**src/rtl/ycr_wb_sram_resp_pkg.sv**
```systemverilog
// Shared widths and the FSM state type for the Wishbone SRAM burst responder.
//   YCR_WB_WIDTH    : Wishbone data/address width
//   YCR_WB_BL_DMEM  : burst-length field width (also width of the beat counters)
//   YCR_SRAM_AW     : SRAM word-address width
//   YCR_WB_SEL_W    : byte-enable width
package ycr_wb_sram_resp_pkg;

  localparam int unsigned YCR_WB_WIDTH   = 32;
  localparam int unsigned YCR_WB_BL_DMEM = 10;
  localparam int unsigned YCR_SRAM_AW    = 9;
  localparam int unsigned YCR_WB_SEL_W   = 4;

  typedef enum logic [1:0] {
    ST_IDLE = 2'd0,
    ST_RD   = 2'd1,
    ST_WR   = 2'd2,
    ST_ERR  = 2'd3
  } wb_resp_state_e;

  typedef logic [YCR_WB_BL_DMEM-1:0] wb_bl_cnt_t;

endpackage

```
**src/rtl/ycr_wb_rd_hold.sv**
```systemverilog
// Read-side datapath of the responder: issues SRAM reads, tracks the single
// in-flight read and holds the returned word until the master takes it.
//   i_clk, i_rst_n : clock, async active-low reset
//   i_start        : load the number of reads to issue (burst accepted)
//   i_bl_eff       : beats in the burst (already forced to >= 1)
//   i_active       : responder is in RD with stb&cyc high; low discards all state
//   i_bry          : master ready for the current beat
//   i_mem_dout     : SRAM read data, valid the cycle after a read issue
//   o_issue_c      : issue an SRAM read this cycle
//   o_ack_c        : beat delivered this cycle
//   o_rd_dat       : holding register (drives wbd_dat_o)
module ycr_wb_rd_hold
  import ycr_wb_sram_resp_pkg::*;
#(
  parameter int unsigned WB_WIDTH = YCR_WB_WIDTH,
  parameter int unsigned BL_W     = YCR_WB_BL_DMEM
) (
  input  logic                i_clk,
  input  logic                i_rst_n,
  input  logic                i_start,
  input  logic [BL_W-1:0]     i_bl_eff,
  input  logic                i_active,
  input  logic                i_bry,
  input  logic [WB_WIDTH-1:0] i_mem_dout,
  output logic                o_issue_c,
  output logic                o_ack_c,
  output logic [WB_WIDTH-1:0] o_rd_dat
);

  logic [BL_W-1:0]     r_issue_left;
  logic                r_inflight;
  logic                r_vld;
  logic [WB_WIDTH-1:0] r_rd_dat;

  logic w_ack;
  logic w_issue;

  // A new read may go out when the holding register is free or is being
  // emptied this cycle, and nothing is already in flight.
  assign w_ack     = i_active & r_vld & i_bry;
  assign w_issue   = i_active & (r_issue_left != '0) & ~r_inflight & (~r_vld | w_ack);
  assign o_ack_c   = w_ack;
  assign o_issue_c = w_issue;
  assign o_rd_dat  = r_rd_dat;

  // Issue counter, in-flight flag and holding register.
  always_ff @(posedge i_clk or negedge i_rst_n) begin
    if (!i_rst_n) begin
      r_issue_left <= '0;
      r_inflight   <= 1'b0;
      r_vld        <= 1'b0;
      r_rd_dat     <= '0;
    end else begin
      if (i_start) begin
        r_issue_left <= i_bl_eff;
      end else if (w_issue) begin
        r_issue_left <= r_issue_left - BL_W'(1);
      end

      if (!i_active) begin
        // Abort or burst end: any landing read is dropped.
        r_inflight <= 1'b0;
        r_vld      <= 1'b0;
      end else begin
        r_inflight <= w_issue;
        if (r_inflight) begin
          r_vld    <= 1'b1;
          r_rd_dat <= i_mem_dout;
        end else if (w_ack) begin
          r_vld <= 1'b0;
        end
      end
    end
  end

endmodule

```
**src/rtl/ycr_wb_sram_resp.sv**
```systemverilog
// Wishbone burst slave serving single/burst reads and writes from a
// single-port synchronous SRAM with one cycle of read latency.
//   wb_clk, wb_rst_n        : clock, async active-low reset
//   wbd_*_i                 : WB request (stb/cyc/adr/we/dat/sel/bl/bry)
//   wbd_dat_o/ack/lack/err  : WB response; ack/lack/err are combinational
//   mem_csb/web/addr/wmask/din, mem_dout : SRAM macro interface (active-low csb/web)
module ycr_wb_sram_resp
  import ycr_wb_sram_resp_pkg::*;
#(
  parameter int unsigned          WB_WIDTH  = YCR_WB_WIDTH,
  parameter int unsigned          BL_W      = YCR_WB_BL_DMEM,
  parameter int unsigned          AW        = YCR_SRAM_AW,
  parameter logic [WB_WIDTH-1:0]  BASE_ADDR = '0
) (
  input  logic                    wb_clk,
  input  logic                    wb_rst_n,
  input  logic                    wbd_stb_i,
  input  logic                    wbd_cyc_i,
  input  logic [WB_WIDTH-1:0]     wbd_adr_i,
  input  logic                    wbd_we_i,
  input  logic [WB_WIDTH-1:0]     wbd_dat_i,
  input  logic [YCR_WB_SEL_W-1:0] wbd_sel_i,
  input  logic [BL_W-1:0]         wbd_bl_i,
  input  logic                    wbd_bry_i,
  output logic [WB_WIDTH-1:0]     wbd_dat_o,
  output logic                    wbd_ack_o,
  output logic                    wbd_lack_o,
  output logic                    wbd_err_o,
  output logic                    mem_csb,
  output logic                    mem_web,
  output logic [AW-1:0]           mem_addr,
  output logic [YCR_WB_SEL_W-1:0] mem_wmask,
  output logic [WB_WIDTH-1:0]     mem_din,
  input  logic [WB_WIDTH-1:0]     mem_dout
);

  wb_resp_state_e  r_state, w_state_nxt;
  logic [AW-1:0]   r_addr, w_addr_nxt;
  logic [BL_W-1:0] r_rem, w_rem_nxt;

  logic            w_req;
  logic            w_hit;
  logic [BL_W-1:0] w_bl_eff;
  logic            w_last;
  logic            w_wr_ack;
  logic            w_rd_ack;
  logic            w_rd_issue;
  logic            w_rd_active;
  logic            w_rd_start;
  logic [1:0]      w_unused_adr;

  assign w_req        = wbd_stb_i & wbd_cyc_i;
  assign w_hit        = (wbd_adr_i[WB_WIDTH-1:AW+2] == BASE_ADDR[WB_WIDTH-1:AW+2]);
  assign w_bl_eff     = (wbd_bl_i == '0) ? BL_W'(1) : wbd_bl_i;
  assign w_last       = (r_rem == BL_W'(1));
  assign w_wr_ack     = (r_state == ST_WR) & w_req & wbd_bry_i;
  assign w_rd_active  = (r_state == ST_RD) & w_req;
  assign w_unused_adr = wbd_adr_i[1:0];

  ycr_wb_rd_hold #(
    .WB_WIDTH (WB_WIDTH),
    .BL_W     (BL_W)
  ) u_rd_hold (
    .i_clk      (wb_clk),
    .i_rst_n    (wb_rst_n),
    .i_start    (w_rd_start),
    .i_bl_eff   (w_bl_eff),
    .i_active   (w_rd_active),
    .i_bry      (wbd_bry_i),
    .i_mem_dout (mem_dout),
    .o_issue_c  (w_rd_issue),
    .o_ack_c    (w_rd_ack),
    .o_rd_dat   (wbd_dat_o)
  );

  // State, beat address and remaining-beat counter.
  always_ff @(posedge wb_clk or negedge wb_rst_n) begin
    if (!wb_rst_n) begin
      r_state <= ST_IDLE;
      r_addr  <= '0;
      r_rem   <= '0;
    end else begin
      r_state <= w_state_nxt;
      r_addr  <= w_addr_nxt;
      r_rem   <= w_rem_nxt;
    end
  end

  // Next state. r_addr tracks the next SRAM word to touch: advanced on each
  // write ack, and on each read issue (reads run ahead of acks).
  always_comb begin
    w_state_nxt = r_state;
    w_addr_nxt  = r_addr;
    w_rem_nxt   = r_rem;
    w_rd_start  = 1'b0;
    case (r_state)
      ST_IDLE: begin
        if (w_req) begin
          w_addr_nxt = wbd_adr_i[AW+1:2];
          w_rem_nxt  = w_bl_eff;
          if (!w_hit) begin
            w_state_nxt = ST_ERR;
          end else if (wbd_we_i) begin
            w_state_nxt = ST_WR;
          end else begin
            w_state_nxt = ST_RD;
            w_rd_start  = 1'b1;
          end
        end
      end
      ST_WR: begin
        if (!w_req) begin
          w_state_nxt = ST_IDLE;
        end else if (w_wr_ack) begin
          w_addr_nxt = r_addr + AW'(1);
          w_rem_nxt  = r_rem - BL_W'(1);
          if (w_last) w_state_nxt = ST_IDLE;
        end
      end
      ST_RD: begin
        if (!w_req) begin
          w_state_nxt = ST_IDLE;
        end else begin
          if (w_rd_issue) w_addr_nxt = r_addr + AW'(1);
          if (w_rd_ack) begin
            w_rem_nxt = r_rem - BL_W'(1);
            if (w_last) w_state_nxt = ST_IDLE;
          end
        end
      end
      ST_ERR: begin
        w_state_nxt = ST_IDLE;
      end
      default: begin
        w_state_nxt = ST_IDLE;
      end
    endcase
  end

  // Response and SRAM strobes.
  assign wbd_ack_o  = w_wr_ack | w_rd_ack;
  assign wbd_lack_o = (wbd_ack_o & w_last) | (r_state == ST_ERR);
  assign wbd_err_o  = (r_state == ST_ERR);
  assign mem_csb    = ~(w_wr_ack | w_rd_issue);
  assign mem_web    = ~w_wr_ack;
  assign mem_addr   = r_addr;
  assign mem_wmask  = w_wr_ack ? wbd_sel_i : '0;
  assign mem_din    = wbd_dat_i;

endmodule

```
**config.mk**
```make
export PLATFORM = sky130hd
export DESIGN_NAME = ycr_wb_sram_resp
export DESIGN_NICKNAME = d
export VERILOG_FILES = /design/src/rtl/ycr_wb_sram_resp_pkg.sv /design/src/rtl/ycr_wb_rd_hold.sv /design/src/rtl/ycr_wb_sram_resp.sv
export SDC_FILE = /design/constraint.sdc
export NUM_CORES = 1
export LEC_CHECK = 0
export ABC_AREA = 1
export CORE_ASPECT_RATIO = 0.6
export CORE_MARGIN = 2
export CORE_UTILIZATION = 44
export CTS_CLUSTER_SIZE = 16
export DETAILED_ROUTE_END_ITERATION = 12
export HOLD_SLACK_MARGIN = 0.02
export PLACE_DENSITY = 0.86
export SYNTH_ARGS = -nofsm -noshare
export SYNTH_HDL_FRONTEND = slang
export SYNTH_SLANG_ARGS = --single-unit
```
**constraint.sdc**
```tcl
create_clock -name wb_clk -period 4.8 [get_ports wb_clk]
set_clock_uncertainty 0.2 [all_clocks]
set_input_delay 1.2 -clock wb_clk [delete_from_list [all_inputs] [get_ports wb_clk]]
set_output_delay 1.2 -clock wb_clk [all_outputs]
set_load 0.01 [all_outputs]
```
After elaboration in Yosys (flattened, before gate mapping)
Index checks and enable logic that the tools add are counted.
{"block": "word_totals", "latchBits": 0, "mem_count": 0, "out_inout_bits": 82, "elab_cells": 84, "ram_bits": 0, "regBits": 65, "input_bits": 116, "romBits": 0}
{"block": "classes", "add_sub_neg": 3, "n_mul": 0, "div_mod_pow": 0, "bitwise": 18, "muxes": 33, "n_lt_le_gt_ge": 0, "n_reduce_logical": 10, "shifts": 0, "eq_ne": 13}
{"cell": "two-way mux 10 bit", "n": 8}
{"cell": "two-way mux 9 bit", "n": 5}
{"cell": "one-hot mux 10 bit (3 select lines)", "n": 1}
{"cell": "one-hot mux 9 bit (3 select lines)", "n": 1}
{"cell": "logical NOT 21 bit", "n": 1}
{"cell": "subtractor 10 x 1 -> 10 bit (second input constant)", "n": 2}
{"cell": "two-way mux 2 bit", "n": 8}
{"cell": "AND reduction 6 bit", "n": 2}
{"cell": "AND 1 bit", "n": 10}
{"cell": "== test 10 x 1 -> 1 bit (second input constant)", "n": 1}
{"cell": "logical NOT 10 bit", "n": 1}
{"cell": "!= test 2 bit (second input constant)", "n": 5}
{"cell": "nonzero test 10 bit", "n": 1}
{"cell": "adder 9 x 1 -> 9 bit (second input constant)", "n": 1}
{"cell": "two-way mux 1 bit", "n": 8}
{"cell": "one-hot mux 2 bit (4 select lines)", "n": 1}
{"cell": "!= test 3 bit (second input constant)", "n": 2}
{"cell": "== test 2 bit (second input constant)", "n": 2}
{"cell": "two-way mux 4 bit", "n": 1}
{"cell": "inverter 1 bit", "n": 4}
{"cell": "bitwise OR 1 bit", "n": 4}
{"cell": "!= test 3 x 2 -> 1 bit (second input constant)", "n": 1}
{"cell": "AND reduction 3 bit", "n": 1}
{"cell": "nonzero test 3 bit", "n": 1}
{"cell": "5 further kinds", "n": 5}

Logic depth before layout (Yosys ltp)
Gate-level depths: netlist of run 1.
{"block": "depth", "word_depth": 9, "mapped_depth": 11, "mapped_depth_nobuf": 11}

Hierarchy
Synthesis of run 1 repeated with hierarchy kept, for this count alone.
{"block": "hier_totals", "cells_unflattened": 520, "area_unflattened_um2": 4065.1}
{"mod": "ycr_wb_sram_resp", "area_per_inst_um2": 2074.5, "instances": 1, "cells_each": 327, "seq_area_each_um2": 525.5}
{"mod": "ycr_wb_rd_hold", "area_per_inst_um2": 1990.7, "instances": 1, "cells_each": 193, "seq_area_each_um2": 1101.1}

Worst setup path before layout of run 1
OpenSTA, ideal clock, no wires.
{"block": "synth_path", "kind": "in2out", "start": "input port wbd_stb_i", "end": "output port wbd_lack_o", "required_time_ps": 3400, "arrival_ps": 1974, "path_buffers": 0, "setup_slack_ps": 1426, "stages": 6, "cell_sequence": "nand3_2 > inv_1 > nand3_1 > nand2_1 > inv_1 > o21ai_0"}
{"block": "synth_between", "elab_chain_cells": 7, "elab_cells_between_ends": 9, "cone_classes": "bitwise (9)"}
{"item": "start: declaration", "line_no": "ycr_wb_sram_resp.sv:17", "text": "input logic wbd_stb_i,"}
{"item": "AND 1 bit *", "line_no": "ycr_wb_sram_resp.sv:52", "text": "assign w_req = wbd_stb_i & wbd_cyc_i;"}
{"item": "AND 1 bit", "line_no": "ycr_wb_sram_resp.sv:57", "text": "assign w_rd_active = (r_state == ST_RD) & w_req;"}
{"item": "AND 1 bit (2 in series)", "line_no": "ycr_wb_rd_hold.sv:40", "text": "assign w_ack = i_active & r_vld & i_bry;"}
{"item": "bitwise OR 1 bit *", "line_no": "ycr_wb_sram_resp.sv:141", "text": "assign wbd_ack_o = w_wr_ack | w_rd_ack;"}
{"item": "named net wbd_ack_o", "line_no": "ycr_wb_sram_resp.sv:26", "text": "output logic wbd_ack_o,"}
{"item": "AND 1 bit *", "line_no": "ycr_wb_sram_resp.sv:142", "text": "assign wbd_lack_o = (wbd_ack_o & w_last) | (r_state == ST_ERR);"}
{"item": "bitwise OR 1 bit *", "line_no": "ycr_wb_sram_resp.sv:142"}
{"item": "end: declaration", "line_no": "ycr_wb_sram_resp.sv:27", "text": "output logic wbd_lack_o,"}
The timed path passes the listed nets; every way through them passes the cells marked *.

Worst setup path in the final report of run 1
{"block": "layout_path", "start": "input port wbd_cyc_i", "end": "output port wbd_lack_o"}
{"block": "layout_between", "elab_chain_cells": 7, "elab_cells_between_ends": 9, "cone_classes": "bitwise (9)"}
{"item": "start: declaration", "line_no": "ycr_wb_sram_resp.sv:18", "text": "input logic wbd_cyc_i,"}
{"item": "AND 1 bit *", "line_no": "ycr_wb_sram_resp.sv:52"}
{"item": "AND 1 bit", "line_no": "ycr_wb_sram_resp.sv:57"}
{"item": "AND 1 bit (2 in series)", "line_no": "ycr_wb_rd_hold.sv:40"}
{"item": "bitwise OR 1 bit *", "line_no": "ycr_wb_sram_resp.sv:141"}
{"item": "AND 1 bit *", "line_no": "ycr_wb_sram_resp.sv:142"}
{"item": "bitwise OR 1 bit *", "line_no": "ycr_wb_sram_resp.sv:142"}
Every way passes the cells marked *; elsewhere a longest branch is shown, timed or not.

==> results of run 1 <==
## stage by stage
step	hold WS (ps)	std cells	worst slack (ps)	power, mW
floorplan	242	494	1430	1.84
global placement	262	694	315	2.29
detailed placement	269	694	258	2.34
CTS	299	710	251	2.97
global route	317	710	114	3.19
finish	293	710	256	2.95
## cells by family after synthesis
kind of cell | Yosys count | synth area share, %
xor gates and xnor gates | 10 | 2.18
AOI/OAI and AO/OA | 30 | 4.15
muxes | 34 | 9.49
DFF | 65 | 40.6
adders and majority gates | 9 | 2.81
and+or+nand+nor | 252 | 27.9
buffers and inverters | 94 | 12.9
## sequential cells by signal, indices dropped and copies added, names as in the netlist
name,count
u_rd_hold.o_rd_dat,32
r_rem,10
u_rd_hold.r_issue_left,10
mem_addr,9
r_state,2
u_rd_hold.r_inflight,1
u_rd_hold.r_vld,1
## power breakdown
group	total [mW]	leakage, nW	internal (mW)	switching [mW]
Combinational	1.42	1.63	0.641	0.776
Sequential	0.923	0.851	0.756	0.167
Clock	0.609	0.127	0.363	0.247
Total	2.95	2.61	1.76	1.19
## area by class of cell
cell class	count	area (sq um)
flip-flops and latches	65	1630
repair buffers	132	1310
clock buffers	10	239
fillers	731	3270
multi-input cells	335	1860
inverters	50	189
clock inverters	6	43.8
well taps	112	140
## per-layer routing
| layer | share of wire [%] | global-route usage [%] |
|---|---|---|
| met5 | 0 | 0 |
| met4 | 1.5 | 6.15 |
| met3 | 7.1 | 8.00 |
| met2 | 46 | 34.9 |
| met1 | 45 | 27.9 |
## cells in the mapped netlist (all sizes together)
| master | count | share of area (%) |
|---|---|---|
| nand2 | 120 | 12 |
| clkbuf | 4 | 0.37 |
| nand3 | 57 | 8.1 |
| nor3 | 2 | 0.25 |
| xor2 | 6 | 1.3 |
| a31oi | 2 | 0.31 |
| xnor2 | 4 | 0.87 |
| mux2 | 32 | 9.0 |
| clkinv | 1 | 0.12 |
| buf | 40 | 7.8 |
| dfrtp | 65 | 41 |
| a21oi | 3 | 0.37 |
| mux2i | 2 | 0.50 |
| nand3b | 2 | 0.37 |
| ha | 9 | 2.8 |
| nor2 | 62 | 5.9 |
| o22ai | 1 | 0.16 |
| inv | 49 | 4.6 |
| or2 | 1 | 0.16 |
| o21ai | 22 | 2.9 |
| o21bai | 2 | 0.37 |
| nand4 | 8 | 1.2 |
## cells in the final DEF (no fill, tap or decap), types with 3 or more instances in the layout
cell	n
mux2_2	32
xor2_1	6
clkdlybuf4s50_1	130
nand2_2	3
dfrtp_1	65
inv_1	47
nand4_1	8
nand3_1	52
clkbuf_16	9
o21ai_0	18
ha_1	9
nand2_1	115
xnor2_1	4
nor2_1	60
a21oi_1	3
clkinvlp_4	4
nand3_2	3
## critical path: stages
cell             delay, ps
clkdlybuf4s50_1        540
nand3_2                140
inv_1                  150
nand3_1                130
nand2_1                100
inv_1                   40
o21ai_0                240
clkdlybuf4s50_1        600
## worst max path at each step
| stage | startpoint | end | slack (ps) |
|---|---|---|---|
| after floorplan | wbd_stb_i | wbd_lack_o | 1430 |
| after global placement | wbd_cyc_i | wbd_lack_o | 320 |
| after detailed placement | wbd_cyc_i | wbd_lack_o | 260 |
| after CTS | wbd_cyc_i | wbd_lack_o | 250 |
| after global routing | wbd_cyc_i | wbd_lack_o | 110 |
| final | wbd_cyc_i | wbd_lack_o | 260 |
==> results_dict.tcl, run 1 <==
set metrics [dict create \
    timing_hold_violations_final 0 \
    yosys_warnings 0 \
    pin_count 198 \
    cts_inserted_buffers 9 \
    grt_pass1_vias 3518 \
    grt_setup_unrepaired "false" \
    fin_crit_sh_pct 94.7 \
    syn_inst 494 \
    cts_hold_buf 0 \
    drc 0 \
    setup_violations 0 \
    syn_to_final_growth_pct 35.1 \
    placed_cell_area_sq_um 5130 \
    worstSkewPairLatency_ps 330 \
    setup_tns_ps 0 \
    slew_headroom_pct 34.3 \
    post_cts_buffers 0 \
    power.density_nw_per_um2 544 \
    cts_num_sinks 65 \
    cts.path.max_buffers 2 \
    end_kind "output pin" \
    port_buffers 131 \
    ctsHtreeMaxLevel 3 \
    cp.arrival_ps 3140 \
    hold_depth 2 \
    antenna_left 0 \
    tightestPinTransition_ps 985 \
    post_drt_wl_per_cell_um 14.7 \
    max-vdd-ir-drop_uv 290 \
    min_to "r_rem[6]$_DFFE_PN0P_" \
    cp.required_ps 3400 \
    crit_type "input port to output pin" \
    ys_seq_area_share_pct 40.6 \
    hold_start "r_rem[6]$_DFFE_PN0P_" \
    rr_endpoint "r_state[0]$_DFFE_PN0P_" \
    dieArea_sq_um 9920 \
    drive_above_1_share_pct 11.4 \
    grt.total_usage_pct 21.8 \
    num_rows 26 \
    core_area_sq_um 8690 \
    gp_congestion 0.923 \
    dr.pass1.iters 6 \
    place_hpwl_um 7860 \
    crit_fanout 4 \
    ys_ff_latch 65 \
    drv_cap 0 \
    grt_max_degree 43 \
    antenna_found_initial 0 \
    hold_class "flip-flop to flip-flop" \
    syn-num-nets 619 \
    routed_wl_um 10400 \
    r2r-start "r_state[0]$_DFFE_PN0P_" \
    grt_remaining_overflow 0 \
    clkTransAtPathRegs_ps 60 \
    p_leak_nw 2.61 \
    slew_viol_final 0 \
    reg2reg_slack_ps 2240 \
    antenna_cells 0 \
    clock-root-buffer "clkbuf_16" \
    synth_area_sq_um 4010 \
    cts_resized 0 \
    min_period_ps 4540 \
    cts_tree "yes" \
    postLayoutCellArea_sq_um 5420 \
    vias 3577 \
    synth.distinct_cells 32 \
    critPathLaunchType "input port" \
    die_w_um 127 \
    avgSynthCellArea_sq_um 8.12 \
    avgViaCountPerCell 5.04 \
    layout.nets 718 \
    utilization_pct 62.4 \
    die_y_um 77.9 \
    drtIter0Drc 186 \
    grt_pass1_wl_um 17100 \
    fmax_mhz 220 \
    start_util_pct 46.2 \
    status "complete, no violations" \
    rr_worst_depth 7 \
]
No activity file was read; power rests on OpenSTA's default activity.
==> run 2, diff against run 1 <==
CORE_MARGIN = 1.5   (was 2)
==> run 2 against run 1 <==
- utilization rose by 0.33 points
- worst setup slack improved by 130 ps
- flip-flop and latch count did not move
- count of clock-buffer cells in the layout did not move
- cell count did not move
- cell area rose by 0.53%
- global-route usage rose by 0.40 points
- sequential share of layout area fell by 0.16 points
- wire length fell by 3.5%
- via count barely moved
- highest routed layer unchanged
==> results_dict.tcl, run 2 (synthesized netlist as in run 1, its figures left out) <==
set metrics [dict create \
    start_util_pct 46.2 \
    cts_inserted_buffers 9 \
    avgViaCountPerCell 5.03 \
    status "complete, no violations" \
    cts_num_sinks 65 \
    clock-root-buffer "clkbuf_16" \
    dr.pass1.iters 4 \
    slew_headroom_pct 45.5 \
    min_period_ps 4410 \
    setup_tns_ps 0 \
    ctsHtreeMaxLevel 3 \
    drc 0 \
    cts_resized 0 \
    ff_latch_area_sq_um 1630 \
    cp.required_ps 3400 \
    drtIter0Drc 172 \
    gp_congestion 0.926 \
    drive_above_1_share_pct 11.2 \
    num_rows 26 \
    n_fill_cell 693 \
    tightestPinTransition_ps 817 \
    cts_hold_buf 0 \
    cpPeakStageDelay_ps 560 \
    syn_to_final_growth_pct 35.8 \
    dieArea_sq_um 9710 \
    multi_input_area_sq_um 1860 \
    fmax_mhz 227 \
    path_cells "clkdlybuf4s50_1, nand3_2, inv_1, nand3_1, nand2_1, inv_1, o21ai_0, clkdlybuf4s50_1" \
    die_y_um 76.9 \
    grt_remaining_overflow 0 \
    timing_hold_violations_final 0 \
    grt.total_usage_pct 22.2 \
    crit_fanout 4 \
    antenna_found_initial 0 \
    setup_violations 0 \
    largest_reg_flops 32 \
    max-vdd-ir-drop_uv 274 \
    grt_max_degree 66 \
    worstSkewPairLatency_ps 330 \
    hold_class "flip-flop to flip-flop" \
    post_cts_buffers 0 \
    routed_wl_um 10100 \
    slew_viol_final 0 \
    critPathLaunchType "input port" \
    cts.path.max_buffers 2 \
    antenna_left 0 \
    mostFrequentLayoutCells "clkdlybuf4s50_1, nand2_1, dfrtp_1" \
    core_area_sq_um 8690 \
    p_leak_nw 2.63 \
    port_buffers 131 \
    path_buf_inv 4 \
    grt_setup_unrepaired "false" \
    fin_crit_sh_pct 92.0 \
    crit_type "input port to output pin" \
    antenna_cells 0 \
    cp.arrival_ps 3010 \
    final_common_cell "clkdlybuf4s50_1" \
    pin_count 198 \
    place_hpwl_um 7410 \
    cts_tree "yes" \
    grt_pass1_wl_um 17200 \
    layout.nets 718 \
    vias 3574 \
    end_kind "output pin" \
    grt_pass1_vias 3549 \
    path_delay_family "buffers and inverters" \
    die_w_um 126 \
    clkTransAtPathRegs_ps 50 \
    post_drt_wl_per_cell_um 14.2 \
    holdWs_ps 288 \
    drv_cap 0 \
    cpMaxStageDelayCell "clkdlybuf4s50_1" \
    power.density_nw_per_um2 557 \
]
[run 2: power by group]
part | internal, mW | switching, mW | leakage, nW
combinational | 0.640 | 0.775 | 1.63
sequential | 0.756 | 0.170 | 0.851
clock | 0.451 | 0.239 | 0.152
total | 1.85 | 1.18 | 2.63
[run 2: worst min-delay path, delay by kind of cell, from the launching register on]
kind / cells / cell delay [ps]
flops: 1 / 350
simple gates: 2 / 110
[run 2: layout make-up]
type | instances | area share (%)
multi-input cells | 335 | 34.2
inverters | 50 | 3.47
well taps | 112 | 2.57
repair buffers | 132 | 24.1
clock inverters | 6 | 1.52
flip-flops and latches | 65 | 29.9
clock buffers | 10 | 4.20
[run 2: routing by layer]
metal,up-vias,track usage (%),routed length (um)
li1,1752,-,-
met1,1661,28.2,4540
met2,149,36.5,4770
met3,12,7.26,632
met4,0,6.09,123
met5,-,0,0
[run 2: path summary, 6_finish.rpt]
check	start	end	slack, ps	depth (start not counted)
max	wbd_stb_i	wbd_lack_o	390	8
min	r_rem[6]$_DFFE_PN0P_	r_rem[6]$_DFFE_PN0P_	290	2
max reg2reg	r_state[0]$_DFFE_PN0P_	r_state[0]$_DFFE_PN0P_	2240	7
min reg2reg	r_rem[6]$_DFFE_PN0P_	r_rem[6]$_DFFE_PN0P_	290	2
max in group asynchronous	wb_rst_n	r_rem[3]$_DFFE_PN0P_	3020	2
min in group asynchronous	wb_rst_n	u_rd_hold.o_rd_dat[10]$_DFFE_PN0P_	840	2
[run 2: stage by stage]
| step | power [mW] | util [%] | instance area (sq um) | instances | worst slack [ps] |
|---|---|---|---|---|---|
| 6_report | 3.03 | 62.7 | 5450 | 710 | 386 |
| 5_1_grt | 3.28 | 62.7 | 5450 | 710 | 255 |
| 4_1_cts | 3.04 | 62.7 | 5450 | 710 | 382 |
| 3_5_place_dp | 2.33 | 59.1 | 5130 | 694 | 385 |
| 3_3_place_gp | 2.27 | 59.1 | 5130 | 694 | 461 |
| 2_1_floorplan | 1.84 | - | 4010 | 494 | 1430 |
